<file path="config.mk">
export PLATFORM = sky130hd
export DESIGN_NAME = jam_cost_server
export DESIGN_NICKNAME = d
export VERILOG_FILES = /design/src/rtl/jam_pkg.sv /design/src/rtl/jam_cost_mem.sv /design/src/rtl/jam_cost_server.sv
export SDC_FILE = /design/constraint.sdc
export NUM_CORES = 1
export LEC_CHECK = 0
export ABC_AREA = 1
export BUFFER_PORTS_ARGS = -buffer_cell sky130_fd_sc_hd__buf_4
export CAP_MARGIN = 25
export CORE_AREA = 2 2 226 228
export CTS_BUF_LIST = sky130_fd_sc_hd__clkbuf_4
export CTS_CLUSTER_DIAMETER = 150
export DETAILED_ROUTE_END_ITERATION = 10
export DIE_AREA = 0 0 228 230
export PLACE_DENSITY = 0.53
export SLEW_MARGIN = 25
export SYNTH_ARGS = -nofsm -noshare
export SYNTH_HDL_FRONTEND = slang
export SYNTH_SLANG_ARGS = --single-unit
</file>
<file path="constraint.sdc">
create_clock -name CLK -period 2.3 [get_ports CLK]
set_input_delay 0.46 -clock CLK [delete_from_list [all_inputs] [get_ports CLK]]
set_output_delay 0.46 -clock CLK [all_outputs]
set_load 0.05 [all_outputs]
</file>
<file path="src/rtl/jam_pkg.sv">
// Shared constants and state encoding for the job-assignment cost server and engine.
package jam_pkg;

    localparam int COST_W     = 7;
    localparam int IDX_W      = 3;
    localparam int MIN_COST_W = 10;
    localparam int MATCH_W    = 4;
    localparam int TBL_DEPTH  = 64;

    typedef enum logic [1:0] {
        LOAD  = 2'd0,
        SERVE = 2'd1,
        DONE  = 2'd2
    } jam_state_e;

endpackage

</file>
<file path="src/rtl/jam_cost_mem.sv">
// Cost table storage: register array with a synchronous write port and an asynchronous read port.
module jam_cost_mem #(
    parameter int COST_W = 7,
    parameter int ADDR_W = 6
) (
    input  logic              clk,
    input  logic              wr_en,
    input  logic [ADDR_W-1:0] wr_addr,
    input  logic [COST_W-1:0] wr_data,
    input  logic [ADDR_W-1:0] rd_addr,
    output logic [COST_W-1:0] rd_data
);

    localparam int DEPTH = 1 << ADDR_W;

    // Contents are deliberately left unreset; the load sequence defines them.
    logic [COST_W-1:0] mem_reg [DEPTH];

    always_ff @(posedge clk) begin
        if (wr_en) begin
            mem_reg[wr_addr] <= wr_data;
        end
    end

    // The engine samples Cost one cycle after presenting W/J, so the read must be combinational.
    assign rd_data = mem_reg[rd_addr];

endmodule

</file>
<file path="src/rtl/jam_cost_server.sv">
// Cost-table responder for the assignment engine: loads the 8x8 table, serves lookups, captures the result.
// Optional lookup statistics are enabled with the JAM_LOOKUP_STATS_EN macro.
module jam_cost_server #(
    parameter int COST_W    = jam_pkg::COST_W,
    parameter int IDX_W     = jam_pkg::IDX_W,
    parameter int LKP_CNT_W = 20
) (
    input  logic                           CLK,
    input  logic                           RST,
    input  logic                           ld_valid,
    output logic                           ld_ready,
    input  logic [COST_W-1:0]              ld_data,
    input  logic                           reload,
    input  logic [IDX_W-1:0]               W,
    input  logic [IDX_W-1:0]               J,
    output logic [COST_W-1:0]              Cost,
    input  logic                           Valid,
    input  logic [jam_pkg::MIN_COST_W-1:0] MinCost,
    input  logic [jam_pkg::MATCH_W-1:0]    MatchCount,
    output logic                           tbl_loaded,
    output logic                           res_valid,
    output logic [jam_pkg::MIN_COST_W-1:0] res_min_cost,
    output logic [jam_pkg::MATCH_W-1:0]    res_match_count,
    output logic [LKP_CNT_W-1:0]           lkp_count
);

    import jam_pkg::*;

    localparam int ADDR_W = 2 * IDX_W;
    localparam logic [ADDR_W-1:0] LAST_ADDR = '1;

    jam_state_e               state_reg;
    logic [ADDR_W-1:0]        ptr_reg;
    logic                     ld_ready_reg;
    logic                     tbl_loaded_reg;
    logic                     res_valid_reg;
    logic [MIN_COST_W-1:0]    res_min_cost_reg;
    logic [MATCH_W-1:0]       res_match_count_reg;
    logic                     valid_d_reg;

    logic                     wr_en;
    logic                     valid_rise;
    logic [ADDR_W-1:0]        rd_addr;
    logic [COST_W-1:0]        rd_data;

    assign rd_addr    = {W, J};
    // A reload in the same cycle as a handshake drops the word.
    assign wr_en      = (state_reg == LOAD) && ld_valid && ld_ready_reg && !reload;
    assign valid_rise = (state_reg == SERVE) && Valid && !valid_d_reg;

    jam_cost_mem #(
        .COST_W (COST_W),
        .ADDR_W (ADDR_W)
    ) u_mem (
        .clk     (CLK),
        .wr_en   (wr_en),
        .wr_addr (ptr_reg),
        .wr_data (ld_data),
        .rd_addr (rd_addr),
        .rd_data (rd_data)
    );

    always_ff @(posedge CLK or posedge RST) begin
        if (RST) begin
            state_reg           <= LOAD;
            ptr_reg             <= '0;
            ld_ready_reg        <= 1'b1;
            tbl_loaded_reg      <= 1'b0;
            res_valid_reg       <= 1'b0;
            res_min_cost_reg    <= '0;
            res_match_count_reg <= '0;
            valid_d_reg         <= 1'b0;
        end else if (reload) begin
            // Captured values are kept; only the valid flag is dropped.
            state_reg      <= LOAD;
            ptr_reg        <= '0;
            ld_ready_reg   <= 1'b1;
            tbl_loaded_reg <= 1'b0;
            res_valid_reg  <= 1'b0;
            valid_d_reg    <= 1'b0;
        end else begin
            case (state_reg)
                LOAD: begin
                    // Held low so a Valid already high on entry to SERVE reads as a rise.
                    valid_d_reg <= 1'b0;
                    if (wr_en) begin
                        if (ptr_reg == LAST_ADDR) begin
                            state_reg      <= SERVE;
                            ld_ready_reg   <= 1'b0;
                            tbl_loaded_reg <= 1'b1;
                        end else begin
                            ptr_reg <= ptr_reg + 1'b1;
                        end
                    end
                end
                SERVE: begin
                    valid_d_reg <= Valid;
                    if (valid_rise) begin
                        res_min_cost_reg    <= MinCost;
                        res_match_count_reg <= MatchCount;
                        res_valid_reg       <= 1'b1;
                        state_reg           <= DONE;
                    end
                end
                DONE: begin
                    valid_d_reg <= Valid;
                end
                default: begin
                    state_reg    <= LOAD;
                    ptr_reg      <= '0;
                    ld_ready_reg <= 1'b1;
                end
            endcase
        end
    end

    assign ld_ready        = ld_ready_reg;
    assign tbl_loaded      = tbl_loaded_reg;
    assign res_valid       = res_valid_reg;
    assign res_min_cost    = res_min_cost_reg;
    assign res_match_count = res_match_count_reg;
    assign Cost            = (state_reg == SERVE || state_reg == DONE) ? rd_data : '0;

`ifdef JAM_LOOKUP_STATS_EN
    logic [ADDR_W-1:0]    prev_idx_reg;
    logic [LKP_CNT_W-1:0] lkp_count_reg;

    // Counts index changes while serving; saturates, and freezes once the result is captured.
    always_ff @(posedge CLK or posedge RST) begin
        if (RST) begin
            prev_idx_reg  <= '0;
            lkp_count_reg <= '0;
        end else begin
            prev_idx_reg <= rd_addr;
            if (reload) begin
                lkp_count_reg <= '0;
            end else if (state_reg == SERVE && rd_addr != prev_idx_reg && lkp_count_reg != '1) begin
                lkp_count_reg <= lkp_count_reg + 1'b1;
            end
        end
    end

    assign lkp_count = lkp_count_reg;
`else
    assign lkp_count = '0;
`endif

endmodule

</file>
==> results.md, run 1 <==
* Non-Filler Instances at approximately 2,700
* DR vias/cell at 5.03
* Max-cap viol count at 0
* Die area at ~52,000 um2
* Minimum clock period at between 2000 and 3000 ps
* Final Worst Setup Slack at -455 ps
* RSZ-0062 raised after global routing: true
* Crit path launch type: flip-flop
* Synth Instances at between 1,500 and 2,000
* Initial antenna violation count at 1
* Vias at around 14,000
* Leakage at roughly 9.2 nW
* Critical setup path kind: flip-flop to output port
* Slew HR at 43.2%
* Failing checks: negative setup slack
* Routed wire length at between 50,000 and 60,000 um
* Reg2Reg Depth at 9
* Root Driver: clkbuf_4
* Total power at 20.1 mW
* Post-route ant nets at 0
* Post-route cell area at 24,200 um2
* Share of the yosys chip area belonging to registers at 71.2%
* Layout cells sized above 1 at 25.3%
* Synth unique cells at 27
* Actual slew at the worst max-slew pin at roughly 850 ps
* CP Max Fanout at 1
* Worst Path Required at 1840 ps
* TritonCTS clock tree: yes
* Final period util at 120%
* Achievable Freq at 363 MHz
* Syn-to-layout area delta at 22.3%
* Peak VDD IR at 778 uV
* Post-Synth XOR/XNOR Area at 0%
* IO Port Bufs at 55
* Hold Path Stages at 1
* Largest area contributor in the netlist: edfxtp_1
* First-pass GRT wire length at between 80,000 and 90,000 um
* Largest register FFs at between 400 and 500
* Top-area cell type share of the netlist area at roughly 68%
* Crit path DAT at 2290 ps
* Pre-antenna DRT Iters at 5
* Yosys warnings at 0
* GPL Wtd Cong at a little over 0.8
* Nets at 2,013
* Critical Path End Type: output port
* Largest family of logic cells by synthesized area: simple AND/OR/NAND/NOR gates
* Post-synthesis register bit count at 474
* Post-synthesis adder-cell area fraction at less than 1%
* GRT Overall Usage at about a fifth
* Die width at around 230 um
* Final hold viol count at 0
* Worst-path clk slew at 70 ps
* Commonest non-fill, non-tap cell in the layout: nand2_1
* Mux share of post-synthesis cell area at less than 1%
* Drt first-iter violations at ~1,000
* Rows at a little over 80
* Floorplan core area at 49,900 um2
* Clock Skews at slightly below 80 ps
* Hpwl dp at 34,400 um
* Finish-stage setup viols at 7
* Filler cells at around 4,500
* Wire length per cell at between 20 and 25 um
* Vias in the first global route at roughly 14,000
* CTS Buffer Depth at 3
* Slew Viols, Final at 0
* Io pins at between 70 and 80
* Drt drc at 0
* Final core occ at between 40% and 50%
* Placed instance count at between 2,000 and 2,500
* Sinks on Clock Net at 474
* Synthesized area at around 20,000 um2
* Pwr dens at 829 nW/um2
* Largest net degree at the start of global routing at 65
* Avg Cell Area, Syn at ~11 um2
* Worst min-delay path category: input pin to flip-flop
* Clk_lat worst skew at slightly below 900 ps
* Grt total ovfl at 0
* Status: complete, but fails checks
* Post-Synth Simple-Gate Area at between 20% and 30%
* Cell Area, Placed at 21,900 um2
* Synth Area in Compound Gates at less than 1%
* Reg2Reg Setup Slack at 100 ps
* Most frequent cells in the layout: 558 x nand2_1, 448 x edfxtp_1, 308 x nand3_1
* Starting Density at 39.7%
* TritonCTS Buffers at between 100 and 150
* Top cells by area, synth: edfxtp_1 68%, nand2_1 11%, nand3_1 9.8%
* Htree depth at 3
* Die Span Y at 230 um
==> worst paths after layout <==
| check | startpoint | endpoint |
|---|---|---|
| max in group asynchronous | RST | ld_ready |
| worst min-delay path | ld_data[3] | u_mem.mem_reg[12][3] |
| worst max register to register | state_reg[1] | u_mem.mem_reg[45][5] |
| worst min register to register | res_min_cost[9] | res_min_cost[9] |
| worst max-delay path | u_mem.mem_reg[35][4] | Cost[4] |
| min in group asynchronous | RST | state_reg[0] |
==> final cells by class <==
cell class	count	area (um2)	share of cell area, %
clock buffers	176	1320	5.45
inverters	35	139	0.573
flip-flops and latches	474	14100	58.2
diodes	1	2.50	0.0103
repair buffers	222	2160	8.90
clock inverters	19	143	0.588
well taps	672	841	3.47
multi-input cells	1123	5530	22.8
==> routing by layer <==
layer / global-route usage (%) / wire, um / part of all wire (%) / vias up
met2: 35.0 / 26900 / 49 / 403
met4: 7.37 / 996 / 1.8 / 0
met5: 0 / 0 / 0 / -
li1: - / - / - / 6553
met1: 27.4 / 23400 / 43 / 6661
met3: 4.06 / 3150 / 5.8 / 70
==> logic make-up after synthesis <==
logic type	after synthesis
muxes	14
other	1
AOI/OAI and AO/OA	24
and+or+nand+nor	1060
buffers and inverters	151
DFF	474
adders and majority gates	5
==> where the power goes <==
group | internal (mW) | switching (mW) | leakage (nW)
combinational | 1.10 | 2.30 | 3.96
sequential | 9.65 | 0.113 | 4.35
clock | 3.67 | 3.26 | 0.882
==> worst max-delay path, cell delays in order (launching register included) <==
cell      delay [ps]
edfxtp_1         320
nand2_1           50
nand3_1           90
nand3_2          120
nand2_2          120
nand2_2           70
nand3_4          110
nand3_4           90
a21oi_4          240
buf_6            200
==> through the flow <==
stage               setup WS (ps)  hold WS, ps  TNS, ps
global route                 -571         68.5    -3720
CTS                          -507         32.4    -3450
floorplan                   -7.95          499    -7.95
global placement             -475          491    -3120
detailed placement           -493          497    -3130
finish                       -455          120    -2810
==> cells in the mapped netlist <==
master,count
inv_1,32
buf_1,9
and3_1,1
edfxtp_1,448
clkbuf_1,18
nor2_1,75
a22oi_1,1
dfrtp_1,25
nor3_1,7
conb_1,1
nand4_1,3
nand2_1,584
buf_4,36
o21ai_0,9
dfstp_2,1
clkinv_1,1
buf_6,15
inv_2,1
buf_2,37
nand3_1,388
a21oi_1,11
inv_6,1
nor2_2,2
mux2_2,14
buf_8,1
ha_1,5
o21ai_1,3
==> what timing repair did <==
item | 4_1_cts | 5_1_grt
resized for setup | 79 | 47
buffers inserted | 2 | 4
pin swaps | 24 | 36
cloned | 0 | 0
setup endpoints to repair | 7 | 134
endpoints found under the hold margin | 149 | 0
hold buffers | 24 | 0
Power figures use the tool's default switching activity.
==> inputs of run 2 (changes only) <==
Settings changed: ABC_AREA 1 to unset, CORE_AREA 2 2 226 228 to 2 2 221 223, DIE_AREA 0 0 228 230 to 0 0 223 225.
==> results.md, run 2 <==
* Max-cap viol count at 0
* Largest net degree at the start of global routing at 65
* GRT Overall Usage at roughly 20%
* Crit path DAT at just under 3000 ps
* Fin Hold WS at approximately 120 ps
* Yosys warnings at 0
* Post-route ant nets at 0
* Floorplan core area at 47,500 um2
* Synth cell count leaders: 448 x edfxtp_1, 109 x mux4_2, 87 x nor2_1, 40 x nand2_1, 33 x buf_4
* First-pass GRT wire length at just over 70,000 um
* Io pins at 76
* Vias at roughly 11,000
* Top cells by area, synth: edfxtp_1 71%, mux4_2 13%, dfrtp_1 3.3%
* RSZ-0062 raised after global routing: true
* Synthesized area at about 19,000 um2
* CP cell instances: mux4_2, mux4_2, nor2_2, a2111oi_2, a41o_4, buf_8
* Flop pwr share at 51.9%
* Commonest non-fill, non-tap cell in the layout: edfxtp_1
* GPL Wtd Cong at 0.833
* Syn-to-layout area delta at 24.2%
* P_sw at between 4 and 5 mW
* CP Max Fanout at 1
* Slew HR at between 40% and 50%
* Most frequent CP cell: mux4_2
* Top-count cell post-synth: edfxtp_1
* Post-synthesis register bit count at approximately 470
* Worst Path Required at 1840 ps
* Status: complete, but fails checks
* Int Pwr at between 10 and 15 mW
* Die area at ~50,000 um2
* Share of the yosys chip area belonging to registers at 74.6%
* Final Worst Setup Slack at -1070 ps
* Initial antenna violation count at 2
* Top Metal Used: met4
* M1 WL at ~21,000 um
* Failing checks: negative setup slack
* Final core occ at 49.4%
* Clk_lat worst skew at 950 ps
* Register area at between 10,000 and 15,000 um2
* Achievable Freq at just under 300 MHz
* WL met2 at 22,800 um
* Finish-stage setup viols at 7
* TritonCTS Buffers at 130
* Logic pwr share at under 10%
* Clock power share at between 40% and 50%
* Peak VDD IR at about 320 uV
* Largest area contributor in the netlist: edfxtp_1
* Leakage at ~8.2 nW
* TritonCTS clock tree: yes
* Most used DFF post-synth: edfxtp_1
* Wire length per cell at roughly 24 um
* Clock Skews at 47.0 ps
* Top-area cell type share of the netlist area at a little under three quarters
* Pre-CTS setup slack at -688 ps
* Rows at 80
* Pre-antenna DRT Iters at 5
* Die width at 223 um
* Max stage delay on crit path at around 500 ps
* Asr flop ratio synth at between 5 and 6%
* Die Span Y at between 200 and 250 um
* IO Port Bufs at between 50 and 60
* Final period util at 146%
* EDFF count, synth at 448
* Layout cells sized above 1 at 44.8%
* Slew Viols, Final at 0
* Final hold viol count at 0
* Routed wire length at slightly below 50,000 um
* Sinks on Clock Net at 474
* Hpwl dp at roughly 31,000 um
* Synth unique cells at 53
* Htree depth at 4
* Root Driver: clkbuf_4
* Most frequent cells in the layout: 448 x edfxtp_1, 218 x buf_4, 182 x clkbuf_4
* Worst Path Buf+Inv at 1
* Worst-path clk slew at about 70 ps
* Critical setup path kind: flip-flop to output port
* Nets at about 1,400
* Filler cells at about 4,000
* Slowest CP cell: mux4_2
* CTS Buffer Depth at 3
* Drt first-iter violations at 960
* Crit path launch type: flip-flop
* Actual slew at the worst max-slew pin at 770 ps
* Synth Instances at 969
* Switch share at between 20% and 30%
* Minimum clock period at approximately 3400 ps
* Reg2Reg Setup Slack at about 160 ps
* DR vias/cell at around 5.2
* Largest register FFs at approximately 450
* Avg Cell Area, Syn at roughly 20 um2
* Critical Path End Type: output port
* Grt total ovfl at 0
* Routed wl met3 at 3290 um
* Starting Density at 39.8%
* Vias in the first global route at 11,200
* Drt drc at 0
* Pwr dens at 778 nW/um2
* Total power at between 15 and 20 mW
* Multi-input gate area at 4690 um2
* Worst min-delay path category: input pin to flip-flop
* Top cell family by delay on the critical path: multiplexers
## run 2: timing repair
item | in CTS | in global routing
endpoints found under the hold margin | 49 | 0
buffers inserted | 2 | 4
hold buffers | 19 | 0
gates cloned | 0 | 0
resized for setup | 43 | 22
pin swaps | 10 | 9
endpoints found under the setup margin | 7 | 65
## run 2: worst register-to-register path, stage by stage, from the launching register on
cell,delay (ps)
dfrtp_1,380
inv_2,90
ha_4,130
nor2b_1,170
nand3_1,130
buf_4,190
or2_2,400
nor2_2,150
buf_4,190
## run 2: worst paths after layout
| kind | endpoint | start | cells past startpoint |
|---|---|---|---|
| worst min register to register | res_min_cost[3] | res_min_cost[3] | 1 |
| min in group asynchronous | res_min_cost[5] | RST | 4 |
| max in group asynchronous | ld_ready | RST | 4 |
| worst min-delay path | u_mem.mem_reg[20][3] | ld_data[3] | 1 |
| worst max-delay path | Cost[4] | u_mem.mem_reg[16][4] | 6 |
| worst max register to register | u_mem.mem_reg[8][2] | state_reg[1] | 8 |
## run 2: power groups by stage
stage | Clock [mW] | Combinational [mW] | Sequential [mW]
global placement | 0 | 1.13 | 9.66
floorplan | 0 | 0.619 | 9.67
detailed placement | 0 | 1.14 | 9.66
finish | 7.59 | 1.20 | 9.48
CTS | 7.85 | 1.20 | 9.48
global route | 8.30 | 1.28 | 9.48
## run 2: through the flow
stage          TNS (ps)  std cells  instance area, um2
6_report          -6150       2031               23500
5_1_grt           -7180       2031               23500
4_1_cts           -6980       2023               23400
3_5_place_dp      -4450       1775               21300
3_3_place_gp      -4410       1775               21300
2_1_floorplan      -694        988               19100
## run 2: per-layer routing
metal	vias up	track usage, %
met1	5439	26.8
li1	4687	-
met5	-	0
met4	0	9.16
met2	364	30.7
met3	75	6.02
## run 2: cell families (layout without fill, tap and decap cells)
family          after synthesis  count (layout)  share of synthesized area, %
flops                       474             474                          74.6
other cells                   1              25                        0.0198
xor+xnor                      3               3                         0.139
mux                         143             143                          15.1
fa+ha+maj                     5               5                         0.331
simple gates                187             187                          4.45
compound gates               80              80                          2.90
buf+inv                      76             499                          2.49
## run 2: cell type report
cell class | instances | share of cell area [%]
inverter | 9 | 0.144
timing repair buffer | 261 | 9.46
clock buffer | 182 | 5.82
tap | 615 | 3.28
sequential | 474 | 60.0
antenna | 5 | 0.0533
multi-input combinational | 438 | 20.0
clock inverter | 47 | 1.25
